--- src/rtl/alu_pkg.sv ---
// Shared definitions for the round-robin ALU arbiter: opcodes, datapath width, and the in-flight tag.
// The tag records whether an operation is in flight and which requester it belongs to.
package alu_pkg;

    localparam int ALU_W = 4;

    localparam logic [2:0] OP_ADD = 3'b000;
    localparam logic [2:0] OP_SUB = 3'b001;
    localparam logic [2:0] OP_AND = 3'b010;
    localparam logic [2:0] OP_OR  = 3'b011;
    localparam logic [2:0] OP_XOR = 3'b100;
    localparam logic [2:0] OP_GT  = 3'b101;
    localparam logic [2:0] OP_EQ  = 3'b110;

    typedef struct packed {
        logic vld;
        logic id;
    } tag_t;

endpackage

--- src/rtl/alu_tag_pipe.sv ---
// Shifts a {vld,id} tag alongside the ALU pipeline, so each tag leaves ALU_LAT cycles after it enters.
// It never stalls, and reset clears every stage so that in-flight operations are dropped.
module alu_tag_pipe
    import alu_pkg::*;
#(
    parameter int ALU_LAT = 2
) (
    input  logic clk,
    input  logic rst,
    input  tag_t i_tag,
    output tag_t o_tag,
    output logic o_busy
);

    tag_t [ALU_LAT-1:0] r_stage;

    always_ff @(posedge clk or posedge rst) begin
        if (rst) begin
            r_stage <= '0;
        end else begin
            r_stage[0] <= i_tag;
            for (int i = 1; i < ALU_LAT; i++) begin
                r_stage[i] <= r_stage[i-1];
            end
        end
    end

    assign o_tag = r_stage[ALU_LAT-1];

    always_comb begin
        o_busy = 1'b0;
        for (int i = 0; i < ALU_LAT; i++) begin
            o_busy = o_busy | r_stage[i].vld;
        end
    end

endmodule

--- src/rtl/alu_rr_arbiter.sv ---
// Two-port round-robin front end for a shared pipelined ALU; it issues one operation per cycle.
// A response appears ALU_LAT+1 cycles after issue, and responses have no backpressure.
module alu_rr_arbiter
    import alu_pkg::*;
#(
    parameter int ALU_LAT = 2,
    parameter int W       = ALU_W
) (
    input  logic         clk,
    input  logic         rst,
    input  logic         req0_valid,
    output logic         req0_ready,
    input  logic [W-1:0] req0_a,
    input  logic [W-1:0] req0_b,
    input  logic [2:0]   req0_sel,
    input  logic         req1_valid,
    output logic         req1_ready,
    input  logic [W-1:0] req1_a,
    input  logic [W-1:0] req1_b,
    input  logic [2:0]   req1_sel,
    output logic [W-1:0] alu_a,
    output logic [W-1:0] alu_b,
    output logic [2:0]   alu_sel,
    input  logic [W-1:0] alu_result,
    input  logic         alu_carry,
    output logic         rsp0_valid,
    output logic [W-1:0] rsp0_data,
    output logic         rsp0_carry,
    output logic         rsp1_valid,
    output logic [W-1:0] rsp1_data,
    output logic         rsp1_carry,
    output logic         busy
);

    logic         r_last_gnt;
    logic         w_gnt_vld;
    logic         w_gnt_id;
    tag_t         w_tag_in;
    tag_t         w_tag_out;
    logic         w_pipe_busy;
    logic         r_rsp0_valid;
    logic [W-1:0] r_rsp0_data;
    logic         r_rsp0_carry;
    logic         r_rsp1_valid;
    logic [W-1:0] r_rsp1_data;
    logic         r_rsp1_carry;

    // Under contention, the requester that did not win last time is granted.
    always_comb begin
        w_gnt_vld = !rst && (req0_valid || req1_valid);
        if (req0_valid && req1_valid) begin
            w_gnt_id = ~r_last_gnt;
        end else begin
            w_gnt_id = req1_valid;
        end
    end

    assign req0_ready = w_gnt_vld && !w_gnt_id;
    assign req1_ready = w_gnt_vld &&  w_gnt_id;

    always_comb begin
        alu_a   = '0;
        alu_b   = '0;
        alu_sel = OP_ADD;
        if (req0_ready) begin
            alu_a   = req0_a;
            alu_b   = req0_b;
            alu_sel = req0_sel;
        end else if (req1_ready) begin
            alu_a   = req1_a;
            alu_b   = req1_b;
            alu_sel = req1_sel;
        end
    end

    always_ff @(posedge clk or posedge rst) begin
        if (rst) begin
            r_last_gnt <= 1'b1;
        end else if (w_gnt_vld) begin
            r_last_gnt <= w_gnt_id;
        end
    end

    assign w_tag_in = {w_gnt_vld, w_gnt_id};

    alu_tag_pipe #(
        .ALU_LAT (ALU_LAT)
    ) u_tag_pipe (
        .clk    (clk),
        .rst    (rst),
        .i_tag  (w_tag_in),
        .o_tag  (w_tag_out),
        .o_busy (w_pipe_busy)
    );

    // The data registers load only for their own requester, so each port holds its last result.
    always_ff @(posedge clk or posedge rst) begin
        if (rst) begin
            r_rsp0_valid <= 1'b0;
            r_rsp0_data  <= '0;
            r_rsp0_carry <= 1'b0;
            r_rsp1_valid <= 1'b0;
            r_rsp1_data  <= '0;
            r_rsp1_carry <= 1'b0;
        end else begin
            r_rsp0_valid <= w_tag_out.vld && !w_tag_out.id;
            r_rsp1_valid <= w_tag_out.vld &&  w_tag_out.id;
            if (w_tag_out.vld && !w_tag_out.id) begin
                r_rsp0_data  <= alu_result;
                r_rsp0_carry <= alu_carry;
            end
            if (w_tag_out.vld && w_tag_out.id) begin
                r_rsp1_data  <= alu_result;
                r_rsp1_carry <= alu_carry;
            end
        end
    end

    assign rsp0_valid = r_rsp0_valid;
    assign rsp0_data  = r_rsp0_data;
    assign rsp0_carry = r_rsp0_carry;
    assign rsp1_valid = r_rsp1_valid;
    assign rsp1_data  = r_rsp1_data;
    assign rsp1_carry = r_rsp1_carry;
    assign busy       = w_pipe_busy | r_rsp0_valid | r_rsp1_valid;

endmodule

--- config.mk ---
export PLATFORM = sky130hd
export DESIGN_NAME = alu_rr_arbiter
export DESIGN_NICKNAME = d
export VERILOG_FILES = /design/src/rtl/alu_pkg.sv /design/src/rtl/alu_tag_pipe.sv /design/src/rtl/alu_rr_arbiter.sv
export SDC_FILE = /design/constraint.sdc
export NUM_CORES = 1
export LEC_CHECK = 0
export CORE_MARGIN = 2
export CORE_UTILIZATION = 30
export CTS_CLUSTER_SIZE = 12
export DETAILED_ROUTE_END_ITERATION = 8
export GPL_ROUTABILITY_DRIVEN = 0
export PLACE_DENSITY = 0.75
export SYNTH_ARGS = -nofsm -noshare
export SYNTH_HDL_FRONTEND = slang
export SYNTH_SLANG_ARGS = --single-unit
--- constraint.sdc ---
create_clock -name clk -period 1.1 [get_ports clk]
set_input_delay 0.22 -clock clk [delete_from_list [all_inputs] [get_ports clk]]
set_output_delay 0.22 -clock clk [all_outputs]
set_load 0.05 [all_outputs]
# Word-level counts from Yosys, hierarchy flattened
# Cells that the tools add are included.
# op_classes
n_bitwise	4
n_reduce_logical	10
muxes	7
# op_table
cell	n
2-to-1 mux 4 bit	4
logical AND 1 bit	6
2-to-1 mux 3 bit	2
logical NOT 1 bit	3
bitwise OR 1 bit	3
logical OR 1 bit	1
2-to-1 mux 1 bit	1
NOT 1 bit	1
# totals
in_bits	31
regBits	17
wordCells	32

# Depth between registers and ports, before layout
# logic_depth
word_depth	5
depth_mapped	4
mapped_depth_nobuf	4

# Hierarchy
# From an unflattened synthesis, not the netlist that was laid out.
# hier_totals
hier_cells	85
hier_area_um2	1003.5
# modules_own_cells
module	seq_area_each_um2	area_each_um2	cells_each	instances
alu_rr_arbiter	326.6	878.3	77	1
alu_tag_pipe	100.1	125.1	8	1

# Worst setup path after synthesis
# OpenSTA, ideal clock, no wires.
# synth_timing
path_type	reg-to-output
from	register r_last_gnt
to	output port alu_a[1]
n_path_buf	1
arrival_time_ns	1.598
t_required_ns	0.880
setup_slack_ns	-0.718
path_stages_with_launch	5
cell_sequence	dfstp_2 nand2b_1 buf_2 a32oi_1 nor2_1
# synth_between
elab_chain_cells	5
elab_cells_between_ends	7
classes_between	3 x mux; 1 x bitwise; 3 x reduce/logical
# synth_lines
item	line_no	rtl
start: declaration	alu_rr_arbiter.sv:35	logic r_last_gnt;
start signal: assignment	alu_rr_arbiter.sv:80	r_last_gnt <= w_gnt_id;
NOT 1 bit *	alu_rr_arbiter.sv:52	w_gnt_id = ~r_last_gnt;
2-to-1 mux 1 bit *	alu_rr_arbiter.sv:51	if (req0_valid && req1_valid) begin
logical AND 1 bit or logical NOT 1 bit (tied branches)	alu_rr_arbiter.sv:59, alu_rr_arbiter.sv:58	
2-to-1 mux 4 bit or logical AND 1 bit (tied branches)	alu_rr_arbiter.sv:69, alu_rr_arbiter.sv:58	
2-to-1 mux 4 bit *	alu_rr_arbiter.sv:65	if (req0_ready) begin
end: declaration	alu_rr_arbiter.sv:21	output logic [W-1:0] alu_a,
# Mark *: on every way between the ends. The rest lies on a longest branch, timed or not.

# Final worst setup path
# layout_timing
from	register r_last_gnt
to	output port alu_a[2]
# Same word-level chain as after synthesis.

==> load_flow_metrics.sql <==
INSERT INTO impl_metrics (metric_group, metric, value, unit) VALUES
('run_status', 'status', 'finished, violations left', ''),
('run_status', 'violated_checks', 'setup timing', ''),
('clock_network', 'insertion_delay', '0.29', 'ns'),
('global_routing', 'grt_antenna_before_repair', '0', ''),
('cells_and_area', 'design_area', '2020', 'um^2'),
('die', 'core.rowCount', '18', ''),
('placement', 'hpwlAfterDp', '1970', 'um'),
('sta', 'setup_ws', '-0.666', 'ns'),
('routing', 'drt-wirelength-per-cell', '14.9', 'um'),
('synthesis', 'yosysSeqAreaShare', '0.550', ''),
('clock_network', 'tritoncts', 'done', ''),
('routing', 'detailedRoute.firstPassIterationCount', '3', ''),
('synthesis', 'async_reset_ff_frac', '1.00', ''),
('critical_path', 'r2r_start', 'u_tag_pipe.o_tag[1]', ''),
('sta', 'total_negative_setup_slacks', '-9.03', 'ns'),
('sta', 'finalHoldViolCount', '0', ''),
('clock_network', 'cts_root_buffer', 'clkbuf_4', ''),
('critical_path', 'endpoint_type_of_the_worst_setup_path', 'output port', ''),
('critical_path', 'required', '0.88', 'ns'),
('critical_path', 'timing.setup.critical_path_class', 'register to output port', ''),
('cells_and_area', 'area_delta_synth_final', '160', '%'),
('critical_path', 'setup.reg_to_reg.worst_slack', '0.04', 'ns'),
('cells_and_area', 'final_layout_size_suffix_gt1_frac', '0.556', ''),
('die', 'floorplan.die.height', '54.9', 'um'),
('routing', 'drtAntennaViolNets', '0', ''),
('synthesis', 'mappedNetlistNets', '108', ''),
('routing', 'drtIter0Drc', '1', ''),
('sta', 'worst-slew-pin-transition', '0.233', 'ns'),
('routing', 'vias', '890', ''),
('sta', 'setup_viol', '16', ''),
('synthesis', 'syn_avg_cell_area', '10.1', 'um^2'),
('sta', 'post-route-period-util', '1.61', ''),
('die', 'core_ar', '2450', 'um^2'),
('sta', 'rsz_0062_raised_after_global_routing', 'true', ''),
('clock_network', 'cts-buffers-inserted', '3', ''),
('synthesis', 'yosysWarnings', '0', ''),
('synthesis', 'yosys.cell_types.count', '18', ''),
('synthesis', 'netlist_area', '776', 'um^2'),
('synthesis', 'netlist.top_cell.by_area', 'dfrtp_1', ''),
('synthesis', 'post_synth_edffs', '0', ''),
('job', 'max_cap_violations', '0', ''),
('die', 'fp.dieArea', '3010', 'um^2'),
('placement', 'buffer_ports.inserted', '56', ''),
('critical_path', 'timing.reg2reg.worst_path_depth', '3', ''),
('power', 'static-leakage-power', '0.000832', 'uW'),
('synthesis', 'synth-seq-cells', '17', ''),
('die', 'num_io_pins', '57', ''),
('critical_path', 'arrival', '1.55', 'ns'),
('critical_path', 'setup.worst_path.start_class', 'register', ''),
('sta', 'achievable-frequency', '566', 'MHz'),
('critical_path', 'critical_path.max_fanout', '6', ''),
('cells_and_area', 'antenna_cell_count', '0', ''),
('synthesis', 'postSynth.topFlopCell', 'dfrtp_1', ''),
('clock_network', 'clk_path_buf_depth', '2', ''),
('cells_and_area', 'count_of_nets_after_finishing', '183', ''),
('die', 'floorplan.die.width', '54.9', 'um'),
('sta', 'timing.clock.skew', '0.00506', 'ns'),
('power', 'power_per_cell_area', '1350', 'nW/um^2'),
('clock_network', 'worst_setup_hold_path_clk_slew', '0.09', 'ns'),
('cells_and_area', 'fillerInstances', '114', ''),
('die', 'floorplan.initialDensity', '0.316', ''),
('sta', 'timing.slew.headroom', '0.845', ''),
('placement', 'detailed_place.area', '1780', 'um^2'),
('sta', 'period_minus_slack', '1.77', 'ns'),
('synthesis', 'post-synth-top-area-fraction', '0.516', ''),
('synthesis', 'synth.top_cells.by_area', 'dfrtp_1 (52%), a32oi_1 (12%), nand2_1 (7.7%), mux2_1 (7.3%), nor2_1 (6.3%)', ''),
('cells_and_area', 'fin_util', '0.823', ''),
('global_routing', 'grt_pass1_vias', '950', ''),
('global_routing', 'first_pass_grt_wire_length', '4200', 'um'),
('global_routing', 'grt_start_max_net_pins', '20', ''),
('clock_network', 'ctsHoldBuffers', '0', ''),
('global_routing', 'global_route.overflow_total', '0', ''),
('sta', 'slew_viol_final', '0', ''),
('routing', 'postRouteWirelength', '2690', 'um'),
('critical_path', 'crit-reg2reg-capture', 'rsp1_carry', ''),
('power', 'total_power', '2730', 'uW'),
('power', 'ir_worst_vdd', '1.44', 'mV'),
('routing', 'drcViolationCount', '0', ''),
('clock_network', 'htree_num_levels', '1', ''),
('routing', 'avgViaCountPerCell', '4.92', ''),
('synthesis', 'netlist_instances', '77', ''),
('clock_network', 'clock_sinks', '17', ''),
('hold_path', 'hold_path_class', 'primary input to asynchronous set/reset pin', ''),
('global_routing', 'grt_util_all_layers', '0.198', '');
-- cells by family after synthesis --
| kind of cell | Yosys count | share of synthesized area |
|---|---|---|
| AOI/OAI and AO/OA | 14 | 0.153 |
| and+or+nand+nor | 34 | 0.182 |
| buffers and inverters | 7 | 0.0419 |
| DFF | 17 | 0.550 |
| muxes | 5 | 0.0726 |
-- worst max-delay path by stage --
stage | from | endpoint | slack (ns) | cells after the start
3_5_place_dp | req1_valid | alu_a[0] | -0.60 | 6
4_1_cts | r_last_gnt | alu_a[3] | -0.64 | 5
2_1_floorplan | r_last_gnt | alu_a[1] | -0.32 | 4
3_3_place_gp | req0_valid | alu_b[1] | -0.56 | 6
6_report | r_last_gnt | alu_a[2] | -0.67 | 4
5_1_grt | r_last_gnt | alu_b[3] | -0.72 | 5
-- where the power goes --
group	switching, uW	internal (uW)	total, uW
sequential	113	736	848
clock	180	141	321
combinational	776	788	1560
-- state kept, by name (all words and copies together), names as in the netlist --
signal              cells
rsp1_carry              1
rsp0_valid              1
u_tag_pipe.r_stage      2
u_tag_pipe.o_tag        2
rsp1_valid              1
rsp1_data               4
rsp0_carry              1
r_last_gnt              1
rsp0_data               4
-- layout make-up --
type / count / area [um^2] / share of cell area
sequential: 17 / 429 / 0.213
timing repair buffer: 73 / 930 / 0.460
inverter: 3 / 15.0 / 0.00743
clock buffer: 4 / 26.3 / 0.0130
multi-input combinational: 54 / 582 / 0.288
tap: 30 / 37.5 / 0.0186
-- critical path: stages (launching register included) --
cell and delay (ns):
dfstp_2 0.59, nand2b_2 0.24, a32oi_2 0.16, nor2_4 0.13, buf_12 0.14
-- cell usage in the layout (no fill, tap or decap) --
cell type,n
nand2_1,15
nor2_1,2
clkbuf_1,1
or4_4,1
a32oi_2,7
dfstp_2,1
a31oi_1,1
a21boi_2,1
nand2b_2,1
nand2b_4,2
a32oi_4,4
buf_12,23
clkdlybuf4s50_1,29
inv_2,2
nand2_8,1
clkbuf_4,3
dlygate4sd2_1,1
dfrtp_1,14
mux2_1,3
buf_2,1
and3_2,1
a21oi_1,1
and2_4,1
buf_6,4
buf_8,1
buf_4,14
nor2_4,11
mux2_4,2
dfrtp_2,2
clkinvlp_4,1
-- per-layer routing --
metal | up-vias | GRT usage | share of wire
met5 | - | 0 | 0
met4 | 0 | 0.0500 | 0.0097
met3 | 4 | 0.0874 | 0.13
met2 | 57 | 0.357 | 0.49
met1 | 405 | 0.207 | 0.37
li1 | 424 | - | -
-- per-stage QoR --
step / setup WS, ns / hold slack (ns) / instances
after floorplan: -0.319 / 0.0685 / 77
after global placement: -0.562 / 0.335 / 172
after detailed placement: -0.598 / 0.341 / 172
after CTS: -0.636 / 0.184 / 179
after global routing: -0.719 / 0.209 / 181
final: -0.666 / 0.190 / 181
-- what timing repair did --
action	in CTS	in global routing
pin swaps	3	1
setup endpoints to repair	23	35
gates resized for setup	22	8
cloned	2	0
setup buffers	2	4
-- Yosys cell counts, drive strengths merged, types with 2 or more instances --
| cell type | number |
|---|---|
| dfrtp | 16 |
| nand2 | 16 |
| nor2 | 13 |
| a32oi | 11 |
| mux2 | 5 |
| buf | 3 |
| inv | 3 |
| nand2b | 2 |
No activity file was read; power rests on OpenSTA's default activity.
